File: config.mk
export PLATFORM = sky130hd
export DESIGN_NAME = restoring_divider_flat
export DESIGN_NICKNAME = d
export VERILOG_FILES = /design/src/rtl/restoring_divider_if.sv /design/src/rtl/restoring_divider.sv /design/src/flat_wrapper.sv
export SDC_FILE = /design/constraint.sdc
export NUM_CORES = 1
export LEC_CHECK = 0
export ABC_AREA = 1
export BUFFER_PORTS_ARGS = -buffer_cell sky130_fd_sc_hd__clkbuf_2
export CAP_MARGIN = 30
export CORE_MARGIN = 5
export CORE_UTILIZATION = 40
export DETAILED_ROUTE_END_ITERATION = 16
export GPL_TIMING_DRIVEN = 1
export SLEW_MARGIN = 5
export SYNTH_ARGS = -nofsm -noshare
export SYNTH_HDL_FRONTEND = slang
export SYNTH_SLANG_ARGS = --single-unit
File: constraint.sdc
create_clock -name clk -period 4.9 [get_ports clk]
set_clock_uncertainty 0.2 [all_clocks]
set_input_delay 1.47 -clock clk [delete_from_list [all_inputs] [get_ports clk]]
set_output_delay 1.47 -clock clk [all_outputs]
set_load 0.02 [all_outputs]
File: src/rtl/restoring_divider_if.sv
// rtl/restoring_divider_if.sv - request/result bundle for the restoring divider
interface restoring_divider_if #(
  parameter int DVD_W = 8,
  parameter int DVS_W = 4
);
  logic             start;
  logic [DVD_W-1:0] dividend;
  logic [DVS_W-1:0] divisor;
  logic [DVD_W-1:0] quotient;
  logic [DVS_W-1:0] remainder;
  logic             busy;
  logic             done;
  logic             div_by_zero;

  modport master (
    output start, dividend, divisor,
    input  quotient, remainder, busy, done, div_by_zero
  );

  modport slave (
    input  start, dividend, divisor,
    output quotient, remainder, busy, done, div_by_zero
  );
endinterface

File: src/rtl/restoring_divider.sv
// rtl/restoring_divider.sv - multi-cycle unsigned restoring divider, one quotient bit per clock
module restoring_divider #(
  parameter int DVD_W = 8,
  parameter int DVS_W = 4
) (
  input  logic                  clk,
  input  logic                  rst,
  restoring_divider_if.slave    bus
);
  localparam int CNT_W = $clog2(DVD_W + 1);

  typedef enum logic [1:0] {
    ST_IDLE = 2'd0,
    ST_BUSY = 2'd1,
    ST_DONE = 2'd2
  } state_t;

  state_t           state, next_state;
  logic [DVD_W-1:0] dvd_r;      // remaining dividend bits, consumed from the MSB
  logic [DVS_W-1:0] dvs_r;
  logic [DVS_W:0]   prem;       // partial remainder, one bit wider than the divisor
  logic [DVD_W-1:0] quo_acc;    // quotient being built; outputs only see it at DONE entry
  logic [CNT_W-1:0] cnt;
  logic [DVD_W-1:0] quotient_r;
  logic [DVS_W-1:0] remainder_r;
  logic             dbz_r;
  logic             busy_c, done_c;

  logic [DVS_W:0]   shifted;
  logic [DVS_W+1:0] trial;      // extra MSB acts as the sign of the trial subtraction
  logic             qbit;
  logic [DVS_W:0]   next_prem;
  logic             last_step;

  // One restoring step: shift in the next dividend bit, trial-subtract, keep or restore
  always_comb begin
    shifted   = {prem[DVS_W-1:0], dvd_r[DVD_W-1]};
    trial     = {1'b0, shifted} - {2'b00, dvs_r};
    qbit      = ~trial[DVS_W+1];
    next_prem = qbit ? trial[DVS_W:0] : shifted;
    last_step = (cnt == CNT_W'(DVD_W - 1));
  end

  // State register
  always_ff @(posedge clk or posedge rst) begin
    if (rst) state <= ST_IDLE;
    else     state <= next_state;
  end

  // Next-state and status outputs; a zero divisor skips the iterations entirely
  always_comb begin
    next_state = state;
    busy_c     = 1'b0;
    done_c     = 1'b0;
    case (state)
      ST_IDLE: begin
        if (bus.start) next_state = (bus.divisor == '0) ? ST_DONE : ST_BUSY;
      end
      ST_BUSY: begin
        busy_c = 1'b1;
        if (last_step) next_state = ST_DONE;
      end
      ST_DONE: begin
        done_c     = 1'b1;
        next_state = ST_IDLE;
      end
      default: next_state = ST_IDLE;
    endcase
  end

  // Operand capture, iteration datapath and result registers
  always_ff @(posedge clk or posedge rst) begin
    if (rst) begin
      dvd_r       <= '0;
      dvs_r       <= '0;
      prem        <= '0;
      quo_acc     <= '0;
      cnt         <= '0;
      quotient_r  <= '0;
      remainder_r <= '0;
      dbz_r       <= 1'b0;
    end else begin
      case (state)
        ST_IDLE: begin
          if (bus.start) begin
            dvd_r   <= bus.dividend;
            dvs_r   <= bus.divisor;
            prem    <= '0;
            quo_acc <= '0;
            cnt     <= '0;
            dbz_r   <= 1'b0;
            if (bus.divisor == '0) begin
              quotient_r  <= '1;
              remainder_r <= '0;
              dbz_r       <= 1'b1;
            end
          end
        end
        ST_BUSY: begin
          dvd_r   <= {dvd_r[DVD_W-2:0], 1'b0};
          prem    <= next_prem;
          quo_acc <= {quo_acc[DVD_W-2:0], qbit};
          cnt     <= cnt + CNT_W'(1);
          if (last_step) begin
            quotient_r  <= {quo_acc[DVD_W-2:0], qbit};
            remainder_r <= next_prem[DVS_W-1:0];
          end
        end
        default: ;
      endcase
    end
  end

  assign bus.quotient    = quotient_r;
  assign bus.remainder   = remainder_r;
  assign bus.div_by_zero = dbz_r;
  assign bus.busy        = busy_c;
  assign bus.done        = done_c;
endmodule

File: src/flat_wrapper.sv
// flat-port wrapper written by rule: the top's interface ports become plain ports
module restoring_divider_flat 
#(
  parameter int DVD_W = 8,
  parameter int DVS_W = 4
)
  (clk, rst, bus_start, bus_dividend, bus_divisor, bus_quotient, bus_remainder, bus_busy, bus_done, bus_div_by_zero);
  restoring_divider_if #(.DVD_W(DVD_W), .DVS_W(DVS_W)) bus_i ();
  input  logic clk;
  input  logic rst;
  input wire logic [$bits(bus_i.start)-1:0] bus_start;
  input wire logic [$bits(bus_i.dividend)-1:0] bus_dividend;
  input wire logic [$bits(bus_i.divisor)-1:0] bus_divisor;
  output wire logic [$bits(bus_i.quotient)-1:0] bus_quotient;
  output wire logic [$bits(bus_i.remainder)-1:0] bus_remainder;
  output wire logic [$bits(bus_i.busy)-1:0] bus_busy;
  output wire logic [$bits(bus_i.done)-1:0] bus_done;
  output wire logic [$bits(bus_i.div_by_zero)-1:0] bus_div_by_zero;
  assign bus_i.start = bus_start;
  assign bus_i.dividend = bus_dividend;
  assign bus_i.divisor = bus_divisor;
  assign bus_quotient = bus_i.quotient;
  assign bus_remainder = bus_i.remainder;
  assign bus_busy = bus_i.busy;
  assign bus_done = bus_i.done;
  assign bus_div_by_zero = bus_i.div_by_zero;
  restoring_divider #(.DVD_W(DVD_W), .DVS_W(DVS_W)) u_core (.clk(clk), .rst(rst), .bus(bus_i));
endmodule
Word-level counts from Yosys, hierarchy flattened:

Index checks and enable logic that the tools add are counted.

* bitwise operators: 1
* multiplexer cells: 24
* reductions and logical operators: 7
* $add $sub $neg: 2
* eq/ne operators: 6

Operators by type and width (count)
* $mux W8: 4
* $pmux W8 S2: 2
* $mux W4: 6
* $pmux W4 S2: 3
* $pmux W7 S2: 1
* $mux W7: 1
* $mux W2: 3
* $reduce_and A2 Y1: 3
* $sub A5 B4 Y6: 1
* $add A4 B1 Y4 const B: 1
* $eq A4 B3 Y1 const B: 1
* $logic_not A4 Y1: 1
* $ne A2 B1 Y1 const B: 2
* $pmux W2 S2: 1
* $reduce_and A4 Y1: 1
* $mux W1: 3
* $eq A2 B1 Y1 const B: 1
* $eq A2 B2 Y1 const B: 1
* $logic_not A2 Y1: 1
* $ne A2 B2 Y1 const B: 1
* $reduce_bool A2 Y1: 1
* $not A1 Y1: 1

* bits of input ports: 15
* bits in registers: 42
* output and inout port bits: 15
* logic and storage cells: 49

Depth between registers and ports, before layout:

Gate-level depths: netlist of run 1.

* word-level depth: 4
* depth in mapped cells: 10
* depth with buffers taken out: 10

Worst setup path after synthesis of run 1:

No wires, ideal clock.

* path kind: register to output
* start: register u_core.state[0]
* end: output port bus_busy
* path slack: 2.414 ns
* data arrival time: 0.816 ns
* stages on the path, launching flop included: 4
* buffers on the path: 1
* data required time: 3.230 ns
* path through: dfrtp_1 > inv_2 > nor2_4 > buf_2

* longest elaborated chain between the ends: 2

Ends and longest elaborated chain
* from (decl): RTL line restoring_divider.sv:18 `state_t state, next_state;`
* from (signal assigned): RTL line restoring_divider.sv:47 `else state <= next_state;`
* $eq A2 B1 Y1: RTL line restoring_divider.sv:55 `case (state)`
* $mux W1: RTL line restoring_divider.sv:55
* to (decl): RTL line flat_wrapper.sv:16 `output wire logic [$bits(bus_i.busy)-1:0] bus_busy;`

No other way between the ends.

Final worst setup path of run 1:

Same ends and word-level chain as after synthesis.

==> results of run 1 <==
## sequential cells by signal, indices dropped and copies added (netlist names)
signal / flops
u_core.cnt: 4
u_core.prem: 4
u_core.bus.div_by_zero: 1
u_core.bus.quotient: 8
u_core.dvs_r: 4
u_core.state: 2
u_core.quo_acc: 7
u_core.bus.remainder: 4
u_core.dvd_r: 8
## worst max-delay path by stage
stage / startpoint / to / cells after the start
after CTS: u_core.state[0]$_DFFE_PP0P_ / bus_busy / 3
after global placement: bus_start / u_core.dvd_r[5]$_DFFE_PP0P_ / 6
final: u_core.state[0]$_DFFE_PP0P_ / bus_busy / 3
after global routing: u_core.state[0]$_DFFE_PP0P_ / bus_busy / 3
after floorplan: rst / u_core.bus.div_by_zero$_DFFE_PP0P_ / 1
after detailed placement: bus_start / u_core.dvd_r[5]$_DFFE_PP0P_ / 6
## stage by stage
step	power, mW	utilization	hold slack [ns]
2_1_floorplan	1.166	-	0.2479
3_3_place_gp	1.329	0.4483	0.2660
3_5_place_dp	1.342	0.4483	0.2634
4_1_cts	1.616	0.4717	0.2835
5_1_grt	1.744	0.4717	0.3069
6_report	1.595	0.4717	0.2767
## worst max-delay path: stages, from the launching register on
cell and delay [ns]:
dfrtp_1 0.44, inv_2 0.09, nor2_4 0.30, clkbuf_2 0.24
## kinds of logic (layout without fill, tap and decap cells)
family | after synthesis | count (layout) | synth area share
buf+inv | 33 | 64 | 0.07337
xor+xnor | 2 | 2 | 0.009093
flops | 42 | 42 | 0.5455
fa+ha+maj | 6 | 6 | 0.04286
compound gates | 35 | 35 | 0.1104
simple gates | 101 | 101 | 0.2188
## synth_stat cells
master    number  share of area
nand2_1       65           0.13
nor2_1        18          0.035
o22ai_1       11          0.036
clkinv_1       1         0.0019
inv_1         22          0.043
o21a_1         1         0.0039
xor2_1         2         0.0091
fa_1           1          0.010
inv_2          3         0.0058
a21oi_1        2         0.0052
dfrtp_1       42           0.55
buf_2          2         0.0052
o21ai_1        6          0.016
o21ai_0       11          0.029
clkbuf_1       3         0.0058
a22o_1         2         0.0091
nand3_1       10          0.026
nand2_4        1         0.0058
nor2_4         1         0.0058
ha_1           5          0.032
nand2_2        1         0.0032
nand4_1        5          0.016
a21oi_4        1         0.0084
buf_6          2          0.012
o211ai_1       1         0.0039
## power breakdown
group	internal, mW	switching (mW)	total [mW]
registers	0.498	0.0945	0.592
logic	0.244	0.487	0.731
clock network	0.152	0.119	0.271
## cell type report
cell class | instances | area share
flip-flops and latches | 42 | 0.4748
repair buffers | 30 | 0.06897
inverters | 26 | 0.04409
clock inverters | 2 | 0.01696
multi-input cells | 144 | 0.3318
well taps | 54 | 0.03053
clock buffers | 6 | 0.03279
## metal layers
metal	GRT usage	share of wire	vias to the layer above
met5	0	0	-
met4	0.04639	0.0088	0
met3	0.03386	0.051	4
met2	0.2054	0.44	29
met1	0.1918	0.50	677
li1	-	-	771
==> summary.md, run 1 <==
| Metric | Value |
|---|---|
| Flop-to-flop setup slack | 2.82 ns |
| Layout fillers | about 480 |
| Aggregate global routing overflow | 0 |
| Nets | 270 |
| Dpl cells | 296 |
| F_max | 330.8 MHz |
| Worst setup SP type | flip-flop |
| Residual DRC | 0 |
| Worst slew pin tran | 0.8449 ns |
| Hold Path Class | reg -> reg |
| Crit-path max FO | 15 |
| Synth unique cells | 25 |
| Pre-Repair DR Iteration Count | 4 |
| Die ar. | around 6300 µm² |
| Largest net degree at the start of global routing | 24 |
| H-tree levels | 2 |
| Drt total wl | 3875 µm |
| Count of synthesis-stage warnings from yosys | 0 |
| Critical Path AT | approximately 1.4 ns |
| Mapped Area | between 1500 and 2000 µm² |
| WS Path Type | reg -> out |
| PnR worst setup slack | 1.877 ns |
| Status | completed |
| Peak VDD IR | between 0.3 and 0.4 mV |
| CTS buffer count | 5 |
| Setup TNS | 0 ns |
| Finished Cell Area | ~2200 µm² |
| Initial Utilization | 0.4107 |
| Mean Syn Cell Area | between 8 and 9 µm² |
| N_diodes | 0 |
| Sequential cell area | between 1000 and 1500 µm² |
| Syn Inst Count | ~220 |
| Routed wire per std cell | ~13 µm |
| Postcts setup bufs | 0 |
| Final setup fails | 0 |
| Final hold violations | 0 |
| Power density cells | around 700 nW/µm² |
| Seq/Total Area, Yosys | 0.5455 |
| Clk Tree Root Cell | clkbuf_8 |
| Leak | ~1.2 nW |
| Reg2Reg Capture Point | u_core.bus.remainder[2]$_DFFE_PP0P_ |
| Via density | between 4 and 5 |
| Vias in the first global route | 1397 |
| TritonCTS Sinks | 42 |
| Fin crit period | between 3 and 4 ns |
| Max-Cap Viols | 0 |
| Iteration-0 DRC Markers | about 110 |
| Share of cells above drive strength 1 | 0.1760 |
| Clock Latency Late Sink | ~0.29 ns |
| Fin crit share | 0.6170 |
| Worst Hold Launch | u_core.bus.quotient[6]$_DFFE_PP0P_ |
| Slew Limit Fails | 0 |
| Relative slew margins | 0.4361 |
| Commonest non-fill, non-tap cell in the layout | nand2_1 |
| Hold depth | 2 |
| Reg clk slew, reported paths | 0.08 ns |
| Commonest cells after routing, fill and taps aside | nand2_1 (65), dfrtp_1 (42), clkbuf_2 (29), inv_1 (22), nor2_1 (18) |
| CTS tree | yes |
| Post-CTS resize count | 0 |
| Cell Area, Placed | around 2100 µm² |
| Clock Path Buffers | 2 |
| Top Ports | 30 |
| Port Buffers | 29 |
| DP HPWL | ~2900 µm |
| First-pass GRT wire length | between 6000 and 7000 µm |
| Die X | ~79 µm |
| Syn Nets | 240 |
| Worst r2r src | u_core.state[1]$_DFFE_PP0P_ |
| Critical Path RT | approximately 3.2 ns |
| Total GRT Usage | 0.1363 |
| CORE AREA | ~4700 µm² |
| ANT nets after route | 0 |
| Initial antenna violation count | 0 |
| Multi-input gate area | 734.5 µm² |
| Gpl congestion | slightly above 0.7 |
| Synth-to-Final Area Change | 14.87% |
| Row cnt | 25 |
| Worst hold path endpoint | u_core.bus.quotient[6]$_DFFE_PP0P_ |
| Critical path capture point type | primary output |
| Routed vias | 1481 |
| FF+latch count, synth | 42 |
| Dpl ws | around 1.8 ns |
| Hold-fix buffers, CTS | 0 |
| RSZ-0062 raised after global routing | no |
| Non-Filler Instances | 304 |
| Reg2reg path depth | 8 |
| DIE HEIGHT | 79.41 µm |
(Power assumes the default switching activity.)
==> run 2, diff against run 1 <==
==> constraint.sdc (replaced) <==
create_clock -name clk -period 3.2 [get_ports clk]
set_clock_uncertainty 0.2 [all_clocks]
set_input_delay 0.96 -clock clk [delete_from_list [all_inputs] [get_ports clk]]
set_output_delay 0.96 -clock clk [all_outputs]
set_load 0.02 [all_outputs]
==> run 2 against run 1 <==
Compared with the run above:
- die area unchanged
- count of clock-buffer cells in the layout grew 1
- non-clock buffer count did not move
- core utilization down 0.40 points
- register-to-register slack got worse by 1.7 ns
- global-route usage grew 0.23 points
- first-iteration DRC count shrank 7.6%
- critical path depth unchanged
- cell area down 0.85%
- combinational power grew 52%
- flip-flop and latch count unchanged
- via count down 1.4%
- critical endpoint unchanged
==> summary.md, run 2 (synthesized netlist as in run 1, its figures left out) <==
| Metric | Value |
|---|---|
| F_max | between 300 and 400 MHz |
| CP startpoint | u_core.state[0]$_DFFE_PP0P_ |
| WS Path Type | reg -> out |
| DIE HEIGHT | approximately 79 µm |
| Reg clk slew, reported paths | 0.07 ns |
| Postcts setup bufs | 0 |
| Cell Area, Placed | between 2000 and 2500 µm² |
| Logic pwr share | 0.474 |
| N_diodes | 0 |
| Status | completed |
| Die X | approximately 79 µm |
| Pre-Repair DR Iteration Count | 4 |
| Largest net degree at the start of global routing | between 40 and 50 |
| Share of cells above drive strength 1 | 0.1760 |
| Commonest cells after routing, fill and taps aside | nand2_1 (65), dfrtp_1 (42), clkbuf_2 (29), inv_1 (22), nor2_1 (18) |
| Nets | 270 |
| Slew Limit Fails | 0 |
| CTS tree | yes |
| Routed wire per std cell | between 10 and 15 µm |
| Drt total wl | ~3800 µm |
| PnR worst setup slack | 0.6929 ns |
| CP bufs+invs | 2 |
| Top Ports | 30 |
| Synth-to-Final Area Change | 13.90% |
| CTS buffer count | 5 |
| Peak VDD IR | ~0.42 mV |
| Sw Share | 0.4428 |
| Hold-fix buffers, CTS | 0 |
| Hold Path Class | reg -> reg |
| Final setup fails | 0 |
| Final hold violations | 0 |
| Power density cells | 1072 nW/µm² |
| CP max stage cell | dfrtp_1 |
| Gpl congestion | between 0.7 and 0.8 |
| Critical Path AT | 1.35 ns |
| Worst slew pin tran | approximately 0.62 ns |
| Worst r2r src | u_core.state[1]$_DFFE_PP0P_ |
| RSZ-0062 raised after global routing | no |
| Die ar. | 6305 µm² |
| Routed vias | 1460 |
| ANT nets after route | 0 |
| Commonest non-fill, non-tap cell in the layout | nand2_1 |
| TritonCTS Sinks | 42 |
| Critical Path Max Stage Delay | approximately 0.43 ns |
| Critical Path RT | approximately 2.0 ns |
| First-pass GRT wire length | ~6800 µm |
| Post-CTS resize count | 0 |
| Vias in the first global route | around 1500 |
| Residual DRC | 0 |
| Clock Path Buffers | 2 |
| H-tree levels | 2 |
| Cell chain of the critical path | inv_2, nor2_4, clkbuf_2 |
| Aggregate global routing overflow | 0 |
| Row cnt | 25 |
| Total GRT Usage | 0.1386 |
| Dpl ws | around 0.66 ns |
| Crit-path max FO | 15 |
| Port Buffers | 29 |
| DP HPWL | roughly 2700 µm |
| Fin crit share | 0.7835 |
| Clock Power Share | 0.145 |
| Cell Int Power | ~1.3 mW |
| Crit path max-delay family | flip-flops |
| Critical path capture point type | primary output |
| Via density | slightly below 5 |
| Layout fillers | 486 |
| NetSw | 1.041 mW |
| CORE AREA | ~4700 µm² |
| Iteration-0 DRC Markers | 97 |
| Max-Cap Viols | 0 |
| Clock Latency Late Sink | approximately 0.28 ns |
| Fin crit period | 2.507 ns |
| Initial Utilization | 0.4107 |
| Finished Cell Area | 2195 µm² |
| Share of power burned in registers | 0.382 |
| Worst Hold Launch | u_core.bus.quotient[4]$_DFFE_PP0P_ |
| Initial antenna violation count | 0 |
| Leak | about 1.2 nW |
| Clk Tree Root Cell | clkbuf_8 |
| Setup TNS | 0 ns |
| Relative slew margins | 0.5860 |
| Worst setup SP type | flip-flop |
==> run 2: cell count changes in the layout (fill, tap and decap cells not counted) <==
| cell | before | now |
|---|---|---|
| bufinv_16 | 1 | 0 |
| clkbuf_8 | 5 | 6 |
| clkinv_2 | 0 | 1 |
| clkinvlp_4 | 1 | 0 |
==> run 2: path summary, 6_finish.rpt <==
| kind | to | slack [ns] | cells past startpoint |
|---|---|---|---|
| max | bus_busy | 0.69 | 3 |
| min | u_core.bus.quotient[4]$_DFFE_PP0P_ | 0.27 | 2 |
| max reg2reg | u_core.bus.remainder[1]$_DFFE_PP0P_ | 1.08 | 8 |
| min reg2reg | u_core.bus.quotient[4]$_DFFE_PP0P_ | 0.27 | 2 |
| max in group asynchronous | u_core.bus.quotient[5]$_DFFE_PP0P_ | 1.86 | 3 |
| min in group asynchronous | u_core.bus.quotient[7]$_DFFE_PP0P_ | 0.57 | 3 |
==> run 2: routing by layer <==
metal / vias to the layer above / track usage / wire, µm
li1: 764 / - / -
met1: 665 / 0.1741 / 1798
met2: 29 / 0.2290 / 1780
met3: 2 / 0.05079 / 169
met4: 0 / 0.03093 / 13
met5: - / 0 / 0
==> run 2: final cells by class <==
cell class | count | area (µm²) | share of cell area
clock buffer | 7 | 86.33 | 0.03934
clock inverter | 1 | 5.005 | 0.002281
sequential | 42 | 1051 | 0.4789
multi-input combinational | 144 | 734.5 | 0.3347
tap | 54 | 67.56 | 0.03079
inverter | 26 | 97.59 | 0.04447
timing repair buffer | 30 | 152.6 | 0.06956
==> run 2: worst reg2reg max path, delay by kind of cell, from the launching register on <==
kind,cells,cell delay (ns)
AO/OA/AOI/OAI,1,0.33
buffers and inverters,2,0.28
flip-flops,1,0.42
AND/OR/NAND/NOR,5,0.80
==> run 2: power by group through the flow <==
stage	sequential [mW]	clock [mW]	combinational [mW]
after global routing	0.929	0.377	1.31
final	0.897	0.340	1.11
after CTS	0.899	0.358	1.14
after floorplan	0.976	0	0.809
after detailed placement	0.907	0	1.14
after global placement	0.902	0	1.12
==> run 2: per-stage QoR <==
stage	instances	util	hold WS (ns)	power, mW
after floorplan	219	-	0.2479	1.785
after global placement	296	0.4483	0.2560	2.020
after detailed placement	296	0.4483	0.2600	2.043
after CTS	304	0.4677	0.2792	2.396
after global routing	304	0.4677	0.3141	2.616
final	304	0.4677	0.2747	2.352
